File: config.mk
export PLATFORM = sky130hd
export DESIGN_NAME = uart_tx_fifo
export DESIGN_NICKNAME = d
export VERILOG_FILES = /design/src/rtl/uart_tx_fifo.sv
export SDC_FILE = /design/constraint.sdc
export NUM_CORES = 1
export LEC_CHECK = 0
export BUFFER_PORTS_ARGS = -buffer_cell sky130_fd_sc_hd__buf_4
export CELL_PAD_IN_SITES_DETAIL_PLACEMENT = 1
export CELL_PAD_IN_SITES_GLOBAL_PLACEMENT = 1
export CORE_MARGIN = 2
export CORE_UTILIZATION = 30
export DETAILED_ROUTE_END_ITERATION = 6
export PLACE_DENSITY = 0.5
export SKIP_CTS_REPAIR_TIMING = 1
export SLEW_MARGIN = 15
export SYNTH_ARGS = -nofsm -noshare
export SYNTH_HDL_FRONTEND = slang
export SYNTH_SLANG_ARGS = --single-unit
File: constraint.sdc
create_clock -name i_clk -period 4.9 [get_ports i_clk]
set_clock_uncertainty 0.2 [all_clocks]
set_input_delay 0.98 -clock i_clk [delete_from_list [all_inputs] [get_ports i_clk]]
set_output_delay 0.98 -clock i_clk [all_outputs]
set_load 0.005 [all_outputs]
File: src/rtl/uart_tx_fifo.sv
// uart_tx_fifo: UART transmitter fed by a small FIFO.
// Data width, parity mode and stop-bit count are set by parameters.
// The FIFO takes a push on any clock. The serializer moves one line bit per
// i_baud_tick and sends queued frames back-to-back with no idle gap.
module uart_tx_fifo #(
    parameter int DATA_BITS  = 8,
    parameter int PARITY     = 0,
    parameter int STOP_BITS  = 1,
    parameter int FIFO_DEPTH = 4
) (
    input  logic                               i_clk,
    input  logic                               i_rst,
    input  logic                               i_baud_tick,
    input  logic [DATA_BITS-1:0]               i_data,
    input  logic                               i_valid,
    output logic                               o_ready,
    output logic                               o_out,
    output logic                               o_busy,
    output logic [$clog2(FIFO_DEPTH+1)-1:0]    o_fifo_count
);

    localparam int CNT_W = $clog2(FIFO_DEPTH + 1);
    localparam int PTR_W = $clog2(FIFO_DEPTH);
    localparam int IDX_W = $clog2(DATA_BITS);

    // Each state is named after the line bit it is currently driving.
    typedef enum logic [2:0] {
        S_IDLE,
        S_START,
        S_DATA,
        S_PAR,
        S_STOP
    } state_t;

    // FIFO storage and bookkeeping
    logic [DATA_BITS-1:0] r_mem [FIFO_DEPTH];
    logic [PTR_W-1:0]     r_wrPtr;
    logic [PTR_W-1:0]     r_rdPtr;
    logic [CNT_W-1:0]     r_count;
    logic                 w_push;
    logic                 w_pop;
    logic                 w_full;
    logic                 w_empty;

    // Serializer state
    state_t               r_state;
    state_t               w_nextState;
    logic [DATA_BITS-1:0] r_word;
    logic [IDX_W-1:0]     r_idx;
    logic [IDX_W-1:0]     w_nextIdx;
    logic [IDX_W-1:0]     w_idxInc;
    logic [1:0]           r_stopCnt;
    logic [1:0]           w_nextStopCnt;
    logic                 r_out;
    logic                 w_nextOut;
    logic                 r_busy;
    logic                 w_nextBusy;
    logic                 w_parityBit;
    logic                 w_lastData;
    logic                 w_lastStop;

    // o_ready depends only on the registered count.
    // A pop in the same cycle does not free a slot early.
    assign w_full   = (r_count == CNT_W'(FIFO_DEPTH));
    assign w_empty  = (r_count == '0);
    assign o_ready  = !w_full;
    assign w_push   = i_valid && !w_full;

    assign o_out        = r_out;
    assign o_busy       = r_busy;
    assign o_fifo_count = r_count;

    assign w_idxInc   = r_idx + IDX_W'(1);
    assign w_lastData = (r_idx == IDX_W'(DATA_BITS - 1));
    assign w_lastStop = (r_stopCnt == 2'(STOP_BITS));

    // Odd parity makes the total count of ones odd; even parity makes it even.
    assign w_parityBit = (PARITY == 1) ? ~(^r_word) : (^r_word);

    // FIFO storage is written on accepted pushes. It needs no reset because
    // the pointers and count determine which entries are valid.
    always_ff @(posedge i_clk) begin
        if (w_push) begin
            r_mem[r_wrPtr] <= i_data;
        end
    end

    // The FIFO pointers and occupancy count follow pushes and pops.
    // A simultaneous push and pop leaves the count unchanged.
    always_ff @(posedge i_clk or posedge i_rst) begin
        if (i_rst) begin
            r_wrPtr <= '0;
            r_rdPtr <= '0;
            r_count <= '0;
        end else begin
            if (w_push) begin
                r_wrPtr <= r_wrPtr + PTR_W'(1);
            end
            if (w_pop) begin
                r_rdPtr <= r_rdPtr + PTR_W'(1);
            end
            case ({w_push, w_pop})
                2'b10:   r_count <= r_count + CNT_W'(1);
                2'b01:   r_count <= r_count - CNT_W'(1);
                default: r_count <= r_count;
            endcase
        end
    end

    // Serializer registers: state, bit index, stop counter, line and busy flag.
    // The popped word is latched here.
    always_ff @(posedge i_clk or posedge i_rst) begin
        if (i_rst) begin
            r_state   <= S_IDLE;
            r_idx     <= '0;
            r_stopCnt <= '0;
            r_out     <= 1'b1;
            r_busy    <= 1'b0;
            r_word    <= '0;
        end else begin
            r_state   <= w_nextState;
            r_idx     <= w_nextIdx;
            r_stopCnt <= w_nextStopCnt;
            r_out     <= w_nextOut;
            r_busy    <= w_nextBusy;
            if (w_pop) begin
                r_word <= r_mem[r_rdPtr];
            end
        end
    end

    // Next-state logic advances one line bit per baud tick.
    // A pop happens only when a new frame starts.
    always_comb begin
        w_nextState   = r_state;
        w_nextIdx     = r_idx;
        w_nextStopCnt = r_stopCnt;
        w_nextOut     = r_out;
        w_nextBusy    = r_busy;
        w_pop         = 1'b0;
        if (i_baud_tick) begin
            case (r_state)
                S_IDLE: begin
                    if (!w_empty) begin
                        w_pop       = 1'b1;
                        w_nextState = S_START;
                        w_nextOut   = 1'b0;
                        w_nextBusy  = 1'b1;
                    end
                end
                S_START: begin
                    w_nextState = S_DATA;
                    w_nextIdx   = '0;
                    w_nextOut   = r_word[0];
                end
                S_DATA: begin
                    if (w_lastData) begin
                        if (PARITY != 0) begin
                            w_nextState = S_PAR;
                            w_nextOut   = w_parityBit;
                        end else begin
                            w_nextState   = S_STOP;
                            w_nextStopCnt = 2'd1;
                            w_nextOut     = 1'b1;
                        end
                    end else begin
                        w_nextIdx = w_idxInc;
                        w_nextOut = r_word[w_idxInc];
                    end
                end
                S_PAR: begin
                    w_nextState   = S_STOP;
                    w_nextStopCnt = 2'd1;
                    w_nextOut     = 1'b1;
                end
                S_STOP: begin
                    if (w_lastStop) begin
                        if (!w_empty) begin
                            w_pop       = 1'b1;
                            w_nextState = S_START;
                            w_nextOut   = 1'b0;
                        end else begin
                            w_nextState = S_IDLE;
                            w_nextOut   = 1'b1;
                            w_nextBusy  = 1'b0;
                        end
                    end else begin
                        w_nextStopCnt = r_stopCnt + 2'd1;
                    end
                end
                default: begin
                    w_nextState = S_IDLE;
                    w_nextOut   = 1'b1;
                    w_nextBusy  = 1'b0;
                end
            endcase
        end
    end

endmodule

### After elaboration in Yosys (flattened, before gate mapping)

Memories as Yosys holds them, arrays and structs flattened. A register that Yosys moved wholly into a read port is not among the register bits.
Cells that the tools add are included.

| operators by class | value |
|---|---|
| $add $sub $neg | 6 |
| magnitude comparators | 1 |
| equality and inequality tests | 15 |
| muxes and demuxes | 28 |
| bitwise gates (word level) | 1 |
| reduce and logical (&&, ||, !) cells | 13 |

Operators with widths:

| kind | number |
|---|---|
| case mux 3 bit (5 select lines) | 1 |
| two-way mux 1 bit | 14 |
| two-way mux 3 bit | 4 |
| != test 2 bit (second input constant) | 6 |
| case mux 3 bit (2 select lines) | 2 |
| == test 3 bit (second input constant) | 3 |
| AND reduction 4 bit | 2 |
| adder 2 x 1 -> 2 bit (second input constant) | 3 |
| adder 3 x 1 -> 3 bit (second input constant) | 2 |
| == test 3 x 2 -> 1 bit (second input constant) | 2 |
| zero test 3 bit | 2 |
| case mux 2 bit (3 select lines) | 1 |
| AND reduction 3 bit | 2 |
| AND reduction 5 bit | 1 |
| == test 2 x 1 -> 1 bit (second input constant) | 2 |
| < comparator 3 x 4 -> 1 bit (second input constant) | 1 |
| two-way mux 2 bit | 2 |
| case mux 1 bit (4 select lines) | 1 |
| nonzero test 2 bit | 2 |
| binary-select mux 1 bit (select 3 bit) | 1 |
| == test 3 x 1 -> 1 bit (second input constant) | 1 |
| case mux 1 bit (3 select lines) | 1 |
| nonzero test 3 bit | 1 |
| OR reduction 3 bit | 1 |
| 6 further kinds | 6 |

| storage, ports and cells | value |
|---|---|
| flip-flop bits (word level) | 17 |
| memory bits (writable) | 32 |
| input port bits | 12 |
| output and inout bits | 6 |
| logic and storage cells | 73 |
| memories | 1 |

Memory list:

| memory | words | width | read ports | clocked after memory_dff | wr ports | line | text |
|---|---|---|---|---|---|---|---|
| r_mem | 4 | 8 | 1 | 1 | 1 | 36 | `logic [DATA_BITS-1:0] r_mem [FIFO_DEPTH];` |

### Logic depth before layout (Yosys ltp)

| logic depth | value |
|---|---|
| word-level depth | 7 |
| mapped depth | 11 |
| mapped depth without buffers | 10 |

### Worst setup path after synthesis

Ideal clock, no wire load.

| path | value |
|---|---|
| path type | input-to-reg |
| start | input port i_baud_tick |
| end | register r_count[2], in the netlist o_fifo_count[2] |
| library setup time | 0.079 ns |
| arrival time | 2.310 ns |
| required time | 4.621 ns |
| slack | 2.310 ns |
| cell stages on the path | 8 |
| buffers on the path | 1 |
| cell sequence | and4_4 > buf_6 > ha_1 > inv_1 > fa_1 > xor2_1 > nor2_1 > xor2_1 |

| between the ends | value |
|---|---|
| cells in the longest elaborated chain, start to end | 3 |
| elaborated cells between the ends (all ways) | 5 |
| classes of those cells | 2 x eq/ne; 2 x mux; 1 x reduce/logical |

Ends and longest elaborated chain:

| what | line | text |
|---|---|---|
| from (decl) | 13 | `input logic i_baud_tick,` |
| two-way mux 1 bit (*) | 141 | `if (i_baud_tick) begin` |
| via w_pop | 41 | `logic w_pop;` |
| == test 2 x 1 -> 1 bit / == test 2 bit (equally long branches) | 102 | `case ({w_push, w_pop})` |
| case mux 3 bit (2 select lines) / nonzero test 2 bit (equally long branches) | n/a |  |
| to (signal assigned) | 103 | `2'b10: r_count <= r_count + CNT_W'(1);` |
| to (signal assigned) | 104 | `2'b01: r_count <= r_count - CNT_W'(1);` |
| to (signal assigned) | 105 | `default: r_count <= r_count;` |
| to (decl) | 39 | `logic [CNT_W-1:0] r_count;` |

The timed path passes the listed nets; every way through them passes the cells marked *.
A chain may end at the register's enable or synchronous reset.

### Worst setup path after layout

| path | value |
|---|---|
| start | register r_stopCnt[1] |
| end | register r_count[2], in the netlist o_fifo_count[2] |

| between the ends | value |
|---|---|
| cells in the longest elaborated chain, start to end | 6 |
| elaborated cells between the ends (all ways) | 8 |
| classes of those cells | 3 x eq/ne; 4 x mux; 1 x reduce/logical |

Ends and longest elaborated chain:

| what | line | text |
|---|---|---|
| from (decl) | 52 | `logic [1:0] r_stopCnt;` |
| from (signal assigned) | 123 | `r_stopCnt <= w_nextStopCnt;` |
| == test 2 x 1 -> 1 bit (*) | 75 | `assign w_lastStop = (r_stopCnt == 2'(STOP_BITS));` |
| two-way mux 1 bit (*) | 177 | `if (w_lastStop) begin` |
| case mux 1 bit (2 select lines) (*) | 142 | `case (r_state)` |
| two-way mux 1 bit (*) | 141 |  |
| == test 2 x 1 -> 1 bit / == test 2 bit (equally long branches) | 102 |  |
| case mux 3 bit (2 select lines) / nonzero test 2 bit (equally long branches) | n/a |  |

Every way passes the cells marked *; elsewhere a longest branch is shown, timed or not.

==> qor.csv <==
metric,value,unit
total CTS buffers,9,
worst r2r src,r_stopCnt[1]$_DFFE_PP0P_,
initial DRC count,63,
R2R setup slack,2.37,ns
global-route wire length before repair,8220,µm
worst rel slew slack,32.8,%
syn_nets,183,
DR vias,1366,
met2 Track Usage GR,19.5,%
top_reg_cell synth,edfxtp_1,
vias per cell,4.65,
row cnt,33,
Yosys warnings,0,
Setup-failing EPs final,0,
CTS tree,built,
hold path startpoint,r_idx[1]$_DFFE_PP0P_,
cell family with most CP delay,adder cells,
Final Hold Viols,0,
register area share after synthesis,62.8,%
post-synth top area share,38.0,%
number of top-level pins,18,
root buffer cell,clkbuf_8,
max-cap viol count,0,
ANT nets after route,0,
syn avg cell area,15.6,µm²
reg2reg path depth,10,
Final WS setup,2.37,ns
GR peak layer,met2,
CP Buf/Inv Count,2,
RSZ-0062 raised after global routing,false,
top post-synthesis cells by count,"32 x edfxtp_1, 24 x dfrtp_1, 11 x inv_1",
worst-path cell chain,"inv_1, ha_1, nand2b_1, and4_4, ha_1, inv_1, fa_1, xor2_1, nor2_1, xor2_1",
Final period util,51.7,%
Area growth syn-to-layout,17.0,%
final wirelength,4910,µm
PortBufs,17,
WL/cell,16.7,µm
clock buffer depth,2,
hold-critical path depth,2,
height of the die,95.8,µm
filler cell count in the final layout,851,
CP max FO,12,
peak supply drop,0.209,mV
clock latency on the worst-skew pair,0.33,ns
core area,8180,µm²
starting density of the core,30.9,%
Max stage delay on crit path,0.38,ns
Netlist cell types,40,
cell count after synthesis,162,
largest net degree at the start of global routing,26,
GR Util met3,3.60,%
Power Total,1.84,mW
"count leader, synth",edfxtp_1,
fin nets,206,
PD cells,623,nW/µm²
Clock transition at path regs,0.07,ns
Total GRT Usage,12.6,%
Pleak,1.15,nW
Util after Layout,36.2,%
max-slew violations,0,
CTS H-Tree Depth,3,
"Async S/R FF share, synth",43.9,%
layout cells sized above 1,27.5,%
Worst-Margin Slew,1.01,ns
Crit-path slowest cell,and4_4,
hold worst-path end,r_idx[1]$_DFFE_PP0P_,
Post-synth EDFFs,32,
Critical Path Start Type,flip-flop,
grt met1 use,16.0,%
Hold WS,0.298,ns
area of the multi-input gates,871,µm²
Post-Place Setup Slack,2.07,ns
DRC viols,0,
worst hold-check path type,reg -> reg,
Critical Path AT,2.59,ns
die footprint,9180,µm²
Final HPWL DP,3480,µm
global route overflow,0,
initial antenna violation count,0,
Die Width,95.8,µm
"Cell Area, Synth",2530,µm²
flip-flop and latch count after synthesis,57,
via count of the first global-routing pass,1554,
status,"complete, no violations",
ranking of synthesized cells by area,"edfxtp_1 38%, dfrtp_1 24%, mux4_2 8.0%, ha_1 4.0%, mux2_4 3.6%",
CP startpoint,r_stopCnt[1]$_DFFE_PP0P_,
final worst path period need,2.53,ns
setup_tns,0,ns
Final GP Congestion,0.799,
Fmax achieved,395,MHz
Sequential Area,1590,µm²
ANT cells,0,
Pre-Repair DR Iteration Count,3,
CP Data Required Time,4.96,ns
endpoint type of the worst setup path,flip-flop,
Crit Reg-Reg Endpoint,o_fifo_count[2]$_DFFE_PP0P_,
clk sinks,57,
critical path class,reg -> reg,
"area leader, netlist",edfxtp_1,
==> cell families after synthesis <==
group / count (synthesis) / share of synthesized area, %
compound gates: 21 / 5.44
mux: 23 / 14.9
flops: 57 / 62.8
xor+xnor: 6 / 2.08
simple gates: 30 / 7.22
buf+inv: 16 / 2.77
fa+ha+maj: 9 / 4.75
==> area by class of cell <==
cell class                      instances  share of cell area, %
Sequential cell                        57                   53.7
Multi-Input combinational cell         89                   29.4
Clock buffer                           11                   4.44
Tap cell                              105                   4.44
Timing Repair Buffer                   17                   4.31
Clock inverter                          4                   2.33
Inverter                               11                   1.40
==> flip-flops by register name, summed over array words and instances, names as in the netlist <==
register      cells
r_rdPtr           2
o_out             1
r_wrPtr           2
r_mem            32
r_stopCnt         2
o_busy            1
r_idx             3
o_fifo_count      3
r_word            8
r_state           3
==> layer usage <==
layer | up-vias | share of wire, %
li1 | 652 | -
met1 | 690 | 46
met2 | 17 | 49
met3 | 7 | 3.0
met4 | 0 | 1.7
met5 | - | 0
==> worst reg2reg max path: cells and delay by family, from the launching register on <==
| kind | cells | cell delay, ns |
|---|---|---|
| adders and majority gates | 3 | 0.80 |
| DFF | 1 | 0.37 |
| xor gates and xnor gates | 2 | 0.30 |
| and+or+nand+nor | 3 | 0.66 |
| buffers and inverters | 2 | 0.13 |
==> metrics by stage <==
stage / instance area [µm²] / cells
5_1_grt: 2960 / 294
6_report: 2960 / 294
3_5_place_dp: 2760 / 279
3_3_place_gp: 2760 / 279
4_1_cts: 2960 / 294
2_1_floorplan: 2530 / 162
==> placed cells by master, fill, tap and decap left out, types with 3 or more instances in the layout <==
cell type	Yosys	routed
and3_1	4	4
buf_4	0	17
clkbuf_8	0	9
dfrtp_1	24	24
edfxtp_1	32	32
ha_1	8	8
inv_1	11	11
mux2_2	4	4
mux2_4	6	6
mux2i_1	4	4
mux4_2	9	9
nand2_1	6	6
nand3_1	3	3
nor3_1	3	3
nor3b_1	3	3
o21ai_0	8	8
xnor2_1	4	4
==> where the power goes <==
| part | internal (mW) | switching (mW) | total [mW] | leakage [nW] |
|---|---|---|---|---|
| sequential | 0.669 | 0.143 | 0.812 | 0.590 |
| clock | 0.281 | 0.176 | 0.457 | 0.101 |
| combinational | 0.317 | 0.258 | 0.575 | 0.462 |
==> worst max-delay path by stage <==
stage	to	depth (start not counted)
floorplan	o_fifo_count[2]$_DFFE_PP0P_	8
global route	o_fifo_count[2]$_DFFE_PP0P_	10
CTS	o_fifo_count[2]$_DFFE_PP0P_	10
finish	o_fifo_count[2]$_DFFE_PP0P_	10
detailed placement	o_fifo_count[2]$_DFFE_PP0P_	8
global placement	o_fifo_count[2]$_DFFE_PP0P_	8
(Power assumes the default switching activity.)
